--- src/rtl/branch_check_pkg.sv ---
// Shared configuration for the branch-check slice: default address width,
// reset constants and the update-record layout {pc, taken, target}.
package branch_check_pkg;

    localparam int unsigned ADDR_LEN = 32;
    localparam logic [ADDR_LEN-1:0] ZERO_WORD = '0;

    function automatic int unsigned upd_rec_width(input int unsigned addr_w);
        return 2 * addr_w + 1;
    endfunction

endpackage

--- src/rtl/branch_check_if.sv ---
// EX-side resolve inputs, IF redirect, predictor update port and debug counters.
interface branch_check_if #(
    parameter int unsigned ADDR_W = 32,
    parameter int unsigned CNT_W  = 32
);
    logic              ex_valid;
    logic [ADDR_W-1:0] ex_pc;
    logic              ex_taken;
    logic [ADDR_W-1:0] ex_target;
    logic              ex_pred_taken;
    logic [ADDR_W-1:0] ex_pred_target;
    logic              redirect_valid;
    logic [ADDR_W-1:0] redirect_pc;
    logic              upd_valid;
    logic              upd_ready;
    logic [ADDR_W-1:0] upd_pc;
    logic              upd_taken;
    logic [ADDR_W-1:0] upd_target;
    logic [CNT_W-1:0]  cnt_branch;
    logic [CNT_W-1:0]  cnt_mispred;
    logic              upd_dropped;

    modport master (
        output ex_valid, ex_pc, ex_taken, ex_target, ex_pred_taken, ex_pred_target,
        output upd_ready,
        input  redirect_valid, redirect_pc, upd_valid, upd_pc, upd_taken, upd_target,
        input  cnt_branch, cnt_mispred, upd_dropped
    );

    modport slave (
        input  ex_valid, ex_pc, ex_taken, ex_target, ex_pred_taken, ex_pred_target,
        input  upd_ready,
        output redirect_valid, redirect_pc, upd_valid, upd_pc, upd_taken, upd_target,
        output cnt_branch, cnt_mispred, upd_dropped
    );
endinterface

--- src/rtl/branch_check_upd_fifo.sv ---
// Synchronous FIFO for predictor updates; registered output, no bypass,
// simultaneous push/pop allowed even when full.
module branch_check_upd_fifo #(
    parameter int unsigned WIDTH = 65,
    parameter int unsigned DEPTH = 4
) (
    input  logic             clk,
    input  logic             rst_n,
    input  logic             rdy,
    input  logic             push,
    input  logic             pop,
    input  logic [WIDTH-1:0] din,
    output logic [WIDTH-1:0] dout,
    output logic             empty,
    output logic             full
);
    localparam int unsigned PTR_W = $clog2(DEPTH);

    logic [PTR_W-1:0] wr_ptr_q, wr_ptr_d, rd_ptr_q, rd_ptr_d;
    logic [PTR_W:0]   count_q, count_d;
    logic [WIDTH-1:0] mem_q [DEPTH];
    logic [WIDTH-1:0] mem_d [DEPTH];
    logic             do_push, do_pop;

    assign empty   = (count_q == '0);
    assign full    = (count_q == (PTR_W+1)'(DEPTH));
    assign do_pop  = rdy & pop & ~empty;
    assign do_push = rdy & push & (~full | do_pop);
    assign dout    = empty ? '0 : mem_q[rd_ptr_q];

    // NOTE: every always_comb output gets its default first, so no path can infer a latch.
    always_comb begin
        wr_ptr_d = wr_ptr_q;
        rd_ptr_d = rd_ptr_q;
        count_d  = count_q;
        mem_d    = mem_q;
        if (do_push) begin
            mem_d[wr_ptr_q] = din;
            wr_ptr_d        = wr_ptr_q + PTR_W'(1);
        end
        if (do_pop) rd_ptr_d = rd_ptr_q + PTR_W'(1);
        case ({do_push, do_pop})
            2'b10:   count_d = count_q + (PTR_W+1)'(1);
            2'b01:   count_d = count_q - (PTR_W+1)'(1);
            default: count_d = count_q;
        endcase
    end

    // NOTE: sequential state uses non-blocking assignments only, so flops sample together.
    always_ff @(posedge clk or negedge rst_n) begin
        if (!rst_n) begin
            wr_ptr_q <= '0;
            rd_ptr_q <= '0;
            count_q  <= '0;
        end else begin
            wr_ptr_q <= wr_ptr_d;
            rd_ptr_q <= rd_ptr_d;
            count_q  <= count_d;
        end
    end

    // NOTE: storage is deliberately not reset; dout is forced to zero while empty instead.
    always_ff @(posedge clk) begin
        mem_q <= mem_d;
    end

endmodule

--- src/rtl/branch_check.sv ---
// End-of-EX branch resolution: mispredict compare, registered IF redirect,
// predictor-update queue and saturating performance counters.
module branch_check
    import branch_check_pkg::*;
#(
    parameter int unsigned ADDR_W = ADDR_LEN,
    parameter int unsigned DEPTH  = 4,
    parameter int unsigned CNT_W  = 32
) (
    input  logic          clk,
    input  logic          rst_n,
    input  logic          rdy,
    branch_check_if.slave bus
);
    localparam int unsigned UPD_W = upd_rec_width(ADDR_W);

    logic              redirect_valid_q, redirect_valid_d;
    logic [ADDR_W-1:0] redirect_pc_q, redirect_pc_d;
    logic [CNT_W-1:0]  cnt_branch_q, cnt_branch_d;
    logic [CNT_W-1:0]  cnt_mispred_q, cnt_mispred_d;
    logic              upd_dropped_q, upd_dropped_d;

    logic              acc, mis, pop_fire;
    logic              fifo_empty, fifo_full;
    logic [UPD_W-1:0]  fifo_din, fifo_dout;

    // Anything arriving while a redirect is out is wrong-path and ignored.
    assign acc = rdy & bus.ex_valid & ~redirect_valid_q;
    assign mis = acc & ((bus.ex_pred_taken != bus.ex_taken) |
                        (bus.ex_taken & (bus.ex_pred_target != bus.ex_target)));
    assign pop_fire = rdy & ~fifo_empty & bus.upd_ready;
    assign fifo_din = {bus.ex_pc, bus.ex_taken, bus.ex_target};

    branch_check_upd_fifo #(
        .WIDTH (UPD_W),
        .DEPTH (DEPTH)
    ) u_upd_fifo (
        .clk   (clk),
        .rst_n (rst_n),
        .rdy   (rdy),
        .push  (acc),
        .pop   (bus.upd_ready),
        .din   (fifo_din),
        .dout  (fifo_dout),
        .empty (fifo_empty),
        .full  (fifo_full)
    );

    always_comb begin
        redirect_valid_d = redirect_valid_q;
        redirect_pc_d    = redirect_pc_q;
        cnt_branch_d     = cnt_branch_q;
        cnt_mispred_d    = cnt_mispred_q;
        upd_dropped_d    = upd_dropped_q;
        if (rdy) redirect_valid_d = mis;
        if (mis) redirect_pc_d = bus.ex_taken ? bus.ex_target : bus.ex_pc + ADDR_W'(4);
        if (acc && cnt_branch_q != '1) cnt_branch_d = cnt_branch_q + CNT_W'(1);
        if (mis && cnt_mispred_q != '1) cnt_mispred_d = cnt_mispred_q + CNT_W'(1);
        if (acc && fifo_full && !pop_fire) upd_dropped_d = 1'b1;
    end

    always_ff @(posedge clk or negedge rst_n) begin
        if (!rst_n) begin
            redirect_valid_q <= 1'b0;
            redirect_pc_q    <= ADDR_W'(ZERO_WORD);
            cnt_branch_q     <= '0;
            cnt_mispred_q    <= '0;
            upd_dropped_q    <= 1'b0;
        end else begin
            redirect_valid_q <= redirect_valid_d;
            redirect_pc_q    <= redirect_pc_d;
            cnt_branch_q     <= cnt_branch_d;
            cnt_mispred_q    <= cnt_mispred_d;
            upd_dropped_q    <= upd_dropped_d;
        end
    end

    assign bus.redirect_valid = redirect_valid_q;
    assign bus.redirect_pc    = redirect_pc_q;
    assign bus.cnt_branch     = cnt_branch_q;
    assign bus.cnt_mispred    = cnt_mispred_q;
    assign bus.upd_dropped    = upd_dropped_q;
    assign bus.upd_valid      = ~fifo_empty;
    assign {bus.upd_pc, bus.upd_taken, bus.upd_target} = fifo_dout;

endmodule

--- src/flat_wrapper.sv ---
// flat-port wrapper written by rule: the top's interface ports become plain ports
module branch_check_flat import branch_check_pkg::*;
#(
    parameter int unsigned ADDR_W = ADDR_LEN,
    parameter int unsigned DEPTH  = 4,
    parameter int unsigned CNT_W  = 32
)
  (clk, rst_n, rdy, bus_ex_valid, bus_ex_pc, bus_ex_taken, bus_ex_target, bus_ex_pred_taken, bus_ex_pred_target, bus_upd_ready, bus_redirect_valid, bus_redirect_pc, bus_upd_valid, bus_upd_pc, bus_upd_taken, bus_upd_target, bus_cnt_branch, bus_cnt_mispred, bus_upd_dropped);
  branch_check_if #(.ADDR_W(ADDR_W), .CNT_W(CNT_W)) bus_i ();
  input  logic clk;
  input  logic rst_n;
  input  logic rdy;
  input wire logic [$bits(bus_i.ex_valid)-1:0] bus_ex_valid;
  input wire logic [$bits(bus_i.ex_pc)-1:0] bus_ex_pc;
  input wire logic [$bits(bus_i.ex_taken)-1:0] bus_ex_taken;
  input wire logic [$bits(bus_i.ex_target)-1:0] bus_ex_target;
  input wire logic [$bits(bus_i.ex_pred_taken)-1:0] bus_ex_pred_taken;
  input wire logic [$bits(bus_i.ex_pred_target)-1:0] bus_ex_pred_target;
  input wire logic [$bits(bus_i.upd_ready)-1:0] bus_upd_ready;
  output wire logic [$bits(bus_i.redirect_valid)-1:0] bus_redirect_valid;
  output wire logic [$bits(bus_i.redirect_pc)-1:0] bus_redirect_pc;
  output wire logic [$bits(bus_i.upd_valid)-1:0] bus_upd_valid;
  output wire logic [$bits(bus_i.upd_pc)-1:0] bus_upd_pc;
  output wire logic [$bits(bus_i.upd_taken)-1:0] bus_upd_taken;
  output wire logic [$bits(bus_i.upd_target)-1:0] bus_upd_target;
  output wire logic [$bits(bus_i.cnt_branch)-1:0] bus_cnt_branch;
  output wire logic [$bits(bus_i.cnt_mispred)-1:0] bus_cnt_mispred;
  output wire logic [$bits(bus_i.upd_dropped)-1:0] bus_upd_dropped;
  assign bus_i.ex_valid = bus_ex_valid;
  assign bus_i.ex_pc = bus_ex_pc;
  assign bus_i.ex_taken = bus_ex_taken;
  assign bus_i.ex_target = bus_ex_target;
  assign bus_i.ex_pred_taken = bus_ex_pred_taken;
  assign bus_i.ex_pred_target = bus_ex_pred_target;
  assign bus_i.upd_ready = bus_upd_ready;
  assign bus_redirect_valid = bus_i.redirect_valid;
  assign bus_redirect_pc = bus_i.redirect_pc;
  assign bus_upd_valid = bus_i.upd_valid;
  assign bus_upd_pc = bus_i.upd_pc;
  assign bus_upd_taken = bus_i.upd_taken;
  assign bus_upd_target = bus_i.upd_target;
  assign bus_cnt_branch = bus_i.cnt_branch;
  assign bus_cnt_mispred = bus_i.cnt_mispred;
  assign bus_upd_dropped = bus_i.upd_dropped;
  branch_check #(.ADDR_W(ADDR_W), .DEPTH(DEPTH), .CNT_W(CNT_W)) u_core (.clk(clk), .rst_n(rst_n), .rdy(rdy), .bus(bus_i));
endmodule
--- config.mk ---
export PLATFORM = sky130hd
export DESIGN_NAME = branch_check_flat
export DESIGN_NICKNAME = d
export VERILOG_FILES = /design/src/rtl/branch_check_pkg.sv /design/src/rtl/branch_check_if.sv /design/src/rtl/branch_check_upd_fifo.sv /design/src/rtl/branch_check.sv /design/src/flat_wrapper.sv
export SDC_FILE = /design/constraint.sdc
export NUM_CORES = 1
export LEC_CHECK = 0
export ABC_AREA = 0
export ABC_CLOCK_PERIOD_IN_PS = 5400
export BUFFER_PORTS_ARGS = -buffer_cell sky130_fd_sc_hd__clkbuf_2
export CAP_MARGIN = 25
export CORE_UTILIZATION = 28
export CTS_CLUSTER_DIAMETER = 50
export CTS_CLUSTER_SIZE = 30
export DETAILED_ROUTE_END_ITERATION = 10
export PLACE_DENSITY = 0.5
export SKIP_LAST_GASP = 1
export SLEW_MARGIN = 25
export SYNTH_ARGS = -nofsm -noshare
export SYNTH_HDL_FRONTEND = slang
export SYNTH_HIERARCHICAL = 1
export SYNTH_SLANG_ARGS = --single-unit
--- constraint.sdc ---
create_clock -name clk -period 5.4 [get_ports clk]
set_clock_uncertainty 0.1 [all_clocks]
set_input_delay 1.08 -clock clk [delete_from_list [all_inputs] [get_ports clk]]
set_output_delay 1.08 -clock clk [all_outputs]
set_load 0.03 [all_outputs]
======== Yosys cells after proc, flatten, opt, wreduce, memory -nomap -nowiden ========
Index checks and enable logic that the tools add are counted.
cells by class
  equal/unequal tests ..................... 7
  add/sub/neg operators ................... 7
  reduce and logical (&&, ||, !) cells .... 8
  muxes and demuxes ....................... 9
  bitwise logic cells ..................... 17
  magnitude comparators ................... 3
operators with widths
  kind                   number
  $bwmux 260             1
  $mux 65                4
  $bmux 65 s2            1
  $demux 65 s2           1
  $add 32x1->32 const B  2
  $ne 32x32->1 const B   2
  $add 32x3->32 const B  1
  $mux 32                1
  $ne 32x32->1           1
  $and 1x1->1            10
  $ge 3x3->1 const B     2
  $not 2->3              2
  $pmux 3 s2             1
  $logic_and 1x1->1      5
  $add 2x1->2 const B    2
  $add 3x1->3 const B    1
  $eq 3x3->1 const B     1
  $logic_not 3->1        1
  $lt 3x1->1 const B     1
  $not 1->1              3
  $sub 3x1->3 const B    1
  $eq 2x1->1 const B     1
  $eq 2x2->1 const B     1
  $or 1x1->1             2
  3 further kinds        3
storage, ports and cells
  output and inout port bits .............. 164
  logic and storage cells ................. 63
  flip-flop bits (word level) ............. 365
  input bits .............................. 103

======== Logic depth before layout (Yosys ltp) ========
  depth after elaboration ................. 7
  depth in mapped cells ................... 12
  mapped depth without buffers ............ 12

======== By module ========
Netlist, hierarchy kept.
modules (own cells, without submodules)
  module                 area an instance (um^2)  instances  cells each  seq. area each (um^2)
  branch_check_upd_fifo  10273.6                  1          452         7982.7
  branch_check           5740.5                   1          567         2452.4

======== Worst setup path after synthesis ========
OpenSTA, ideal clock, no wires.
  path kind ............................... input -> register
  from .................................... input rdy
  to ...................................... register u_core/u_upd_fifo/mem_q[0] (netlist bit), enable pin
  cell stages on the path ................. 5
  data required time ...................... 4.870 ns
  library setup time ...................... 0.430 ns
  data arrival time ....................... 3.328 ns
  setup slack ............................. 1.542 ns
  buffers on the path ..................... 0
  cells stage by stage .................... nand3_1 -> inv_1 -> nand2_1 -> a21oi_1 -> and2_1
between the ends
  cells in the longest elaborated chain, start to end .. 4
  elaborated cells between the ends (all ways) .. 7
  those cells by class .................... bitwise: 7
ends and longest elaborated chain
  element                   line                         source
  start, declared           flat_wrapper.sv:12           input logic rdy;
  $and 1x1->1 (2 in a row)  branch_check.sv:28           assign acc = rdy & bus.ex_valid & ~redirect_valid_q;
  net u_core.acc            branch_check.sv:23           logic acc, mis, pop_fire;
  $and 1x1->1 (2 in a row)  branch_check_upd_fifo.sv:28  assign do_push = rdy & push & (~full | do_pop);
  end signal, assigned      branch_check_upd_fifo.sv:64  mem_q <= mem_d;
  end, declared             branch_check_upd_fifo.sv:21  logic [WIDTH-1:0] mem_q [DEPTH];
The timed path passes the listed nets, and every way through them passes these cells.
A chain may end at the register's enable or synchronous reset.

======== Worst setup path after layout ========
  from .................................... register u_core.u_upd_fifo.rd_ptr_q[1]
  to ...................................... output bus_upd_pc[26]
between the ends
  cells in the longest elaborated chain, start to end .. 5
ends and longest elaborated chain
  element                                     line                         source
  start, declared                             branch_check_upd_fifo.sv:19  logic [PTR_W-1:0] wr_ptr_q, wr_ptr_d, rd_ptr_q, rd_ptr_d;
  start signal, assigned                      branch_check_upd_fifo.sv:57  rd_ptr_q <= rd_ptr_d;
  $not 2->3 (not written as such)             branch_check_upd_fifo.sv:29  assign dout = empty ? '0 : mem_q[rd_ptr_q];
  $bmux 65 s2                                 branch_check_upd_fifo.sv:29
  $mux 65 (not written as such) (2 in a row)  branch_check_upd_fifo.sv:29
  $mux 65                                     branch_check_upd_fifo.sv:29
  end, declared                               flat_wrapper.sv:23           output wire logic [$bits(bus_i.upd_pc)-1:0] bus_upd_pc;
No other way between the ends. The select of a mux whose other input is x is not followed.

==> flow_metrics.env <==
export IMPL_grt_pass1_vias=9843
export IMPL_critPathCaptureType="primary output"
export IMPL_grt_first_pass_wirelength_um=66500
export IMPL_avgSynthCellArea_sq_um=15.7
export IMPL_tightest_slew_ns=1.05
export IMPL_cts_hold_buf=0
export IMPL_crit_slowest_cell="dfrtp_4"
export IMPL_synth_warnings=6
export IMPL_cts_tree="yes"
export IMPL_power_leakage_nw=7.62
export IMPL_synth_seq_cells=365
export IMPL_cts_htree_levels=2
export IMPL_synth_top_cell_by_area="edfxtp_1"
export IMPL_synth_edf_count=260
export IMPL_io_buffers=266
export IMPL_hp_class="reg2reg"
export IMPL_synth_top_area_share=0.488
export IMPL_synthAdderAreaFrac=0.00750
export IMPL_grt_setup_unrepaired="false"
export IMPL_drive_gt1_frac=0.352
export IMPL_root_buffer="clkbuf_16"
export IMPL_die_h_um=241
export IMPL_yosysUniqueCellTypes=44
export IMPL_gp_congestion=0.829
export IMPL_via_count=9838
export IMPL_ir_drop_uv=341
export IMPL_outcome="complete, no violations"
export IMPL_tns_ns=0
export IMPL_area_growth_pct=23.6
export IMPL_cts_inserted_buffers=47
export IMPL_wl_per_cell_um=21.9
export IMPL_start_kind="register"
export IMPL_grt_antenna_before_repair=8
export IMPL_drv_cap=0
export IMPL_synth_compound_area_share=0.0152
export IMPL_ys_flop_type="edfxtp_1"
export IMPL_drv_slew=0
export IMPL_clk_latency_ns=0.57
export IMPL_synthSimpleGateAreaFrac=0.112
export IMPL_cp_arrival_ns=2.74
export IMPL_seqPwrFrac=0.363
export IMPL_slew_headroom=0.301
export IMPL_synth_top_family_by_area="multiplexers"
export IMPL_grt_remaining_overflow=0
export IMPL_synth_xor_area_frac=0.0684
export IMPL_synthesis_nets=1131
export IMPL_cts_clk_slew_worst_paths_ns=0.06
export IMPL_worstPathCellList="buf_4 -> mux4_2 -> and2_1 -> clkbuf_2"
export IMPL_yosysSeqAreaShare=0.652
export IMPL_swShare=0.355
export IMPL_core_sq_mm=0.0565
export IMPL_die_area_sq_mm=0.0582
export IMPL_async_flop_share=0.288
export IMPL_power_density_mw_per_mm2=485
export IMPL_nets=1416
export IMPL_ios=267
export IMPL_synthCells=1019
export IMPL_route_detailed_drc=0
export IMPL_viasPerCell=4.69
export IMPL_wirelength_um=45900
export IMPL_setup_viol=0
export IMPL_hpwl_um=30200
export IMPL_drt_iter0_drc=578
export IMPL_antenna_left=0
export IMPL_gr_usage_all_layers=0.158
export IMPL_power_frac_clock=0.335
export IMPL_power_switching_w=0.00340
export IMPL_crit_fanout=57
export IMPL_combPwrFrac=0.302
export IMPL_n_antenna_cell=0
export IMPL_yosys_top_cells_area="edfxtp_1 (49%), dfrtp_1 (16%), mux4_2 (9.1%), xor2_1 (4.2%), and2_1 (3.0%)"
export IMPL_synth_area_sq_mm=0.0160
export IMPL_dp_cells=2011
export IMPL_finalNonFillerCells=2099
export IMPL_rows=87
export IMPL_max_freq_mhz=255
export IMPL_hold_viol=0
export IMPL_drt_first_pass_iters=5
export IMPL_p_int_w=0.00619
export IMPL_cts_buffer_depth=3
export IMPL_max_stage_delay_ns=1.09
export IMPL_required_ns=4.22
export IMPL_die_w_um=241
export IMPL_crit_type="reg2out"
export IMPL_synth_mux_area_frac=0.124
export IMPL_crit_buf_inv=2
export IMPL_path_delay_family="flip-flops"
export IMPL_grt_max_degree=72
export IMPL_fin_crit_sh=0.726
export IMPL_ctsResizeCount=0
export IMPL_initial_core_util=0.283
export IMPL_cts_sinks=365
export IMPL_cts_setup_buffers=0
export IMPL_fin_crit_ns=3.92
[cells in the final DEF, fill, tap and decap left out, types with 3 or more instances in the layout]
cell type   instances
nand3_1            46
clkinv_2            5
mux4_2             65
nor4_1             11
o21ai_0            29
dfrtp_1           103
nand2_1            58
inv_8               6
and2_1             72
mux2_2              6
clkbuf_16          47
mux2i_1             5
nand4_1            38
inv_6              15
nor3_1             15
a21oi_1             7
and3_1             18
buf_12              5
bufinv_16           4
edfxtp_1          260
clkinvlp_4          4
xnor2_1            49
nor2_1             22
mux2_4             27
nor3b_1             3
and4_1             16
inv_1              18
nor4b_1             4
buf_4               7
ha_1                8
clkbuf_2          265
xor2_1             76
and2_4              4
[registers in the layout, indices dropped and copies added (netlist names)]
signal	count
u_core/u_upd_fifo/mem_q	260
u_core/bus.cnt_branch	32
u_core/bus.cnt_mispred	32
u_core/bus.redirect_pc	32
u_core/u_upd_fifo/count_q	3
u_core/u_upd_fifo/rd_ptr_q	2
u_core/u_upd_fifo/wr_ptr_q	2
u_core/bus.redirect_valid	1
u_core/bus.upd_dropped	1
[final timing paths]
check	startpoint	endpoint	slack (ns)	cells past startpoint
max	u_core/u_upd_fifo/rd_ptr_q[1]$_DFFE_PN0P_	bus_upd_pc[26]	1.48	4
min reg2reg	u_core/bus.upd_dropped$_DFFE_PN0P_	u_core/bus.upd_dropped$_DFFE_PN0P_	0.38	1
min in group asynchronous	rst_n	u_core/bus.cnt_branch[9]$_DFFE_PN0P_	0.55	1
max in group asynchronous	rst_n	u_core/bus.redirect_pc[31]$_DFFE_PN0P_	3.54	2
min	u_core/bus.upd_dropped$_DFFE_PN0P_	u_core/bus.upd_dropped$_DFFE_PN0P_	0.38	1
max reg2reg	u_core/bus.redirect_valid$_DFFE_PN0P_	u_core/u_upd_fifo/mem_q[66]$_DFFE_PP_	2.41	7
[synth_stat cells, types with 3 or more instances]
cell type and instances:
mux2_2 6, nor2_1 22, buf_12 4, mux2_4 27, and2_1 76, nand4_1 38, xnor2_1 49, a21oi_1 7
ha_1 8, nor4_1 11, buf_6 5, mux2i_1 5, o21ai_0 29, inv_1 18, nand2_1 58, and4_1 16
nor3_1 15, nand3_1 46, dfrtp_1 105, edfxtp_1 260, buf_2 9, clkbuf_1 18, buf_4 3, and3_1 18
mux4_2 65, nor3b_1 3, nor4b_1 4, xor2_1 76
[stage by stage]
stage / setup slack, ns / area, sq um / hold slack, ns / total power, W / util
final: 1.48 / 19800 / 0.385 / 0.00959 / 0.350
after CTS: 1.36 / 19800 / 0.383 / 0.00978 / 0.350
after global placement: 1.24 / 18200 / 0.355 / 0.00650 / 0.322
after floorplan: 1.54 / 16000 / 0.347 / 0.00560 / -
after detailed placement: 1.24 / 18200 / 0.357 / 0.00652 / 0.322
after global routing: 1.34 / 19800 / 0.407 / 0.0101 / 0.350
[power groups by stage]
| stage | Combinational (W) | Sequential, W | Clock (W) |
|---|---|---|---|
| floorplan | 0.00200 | 0.00360 | 0 |
| global placement | 0.00296 | 0.00354 | 0 |
| detailed placement | 0.00297 | 0.00355 | 0 |
| CTS | 0.00298 | 0.00349 | 0.00332 |
| global route | 0.00312 | 0.00352 | 0.00343 |
| finish | 0.00289 | 0.00349 | 0.00321 |
[metal layers]
| layer | GRT usage | part of all wire |
|---|---|---|
| met1 | 0.213 | 0.44 |
| met2 | 0.244 | 0.46 |
| met3 | 0.0536 | 0.081 |
| met4 | 0.0339 | 0.016 |
| met5 | 0 | 0.0025 |
[area by class of cell]
class	count	area, sq um
Clock buffer	48	1180
Clock inverter	40	428
Fill cell	5455	36700
Inverter	18	67.6
Multi-Input combinational cell	595	5250
Sequential cell	365	10400
Tap cell	756	946
Timing Repair Buffer	277	1480
[kinds of logic after synthesis]
| kind of cell | after synthesis |
|---|---|
| flip-flops | 365 |
| multiplexers | 103 |
| buffers and inverters | 59 |
| XOR/XNOR | 125 |
| AO/OA/AOI/OAI | 42 |
| adder cells (fa/ha/maj) | 9 |
| AND/OR/NAND/NOR | 316 |
[worst register-to-register path, delay by kind of cell (launching register included)]
kind | cells | cell delay [ns]
flops | 1 | 0.39
simple gates | 3 | 0.95
compound gates | 1 | 0.52
buf+inv | 3 | 0.65
Power figures use the tool's default switching activity.
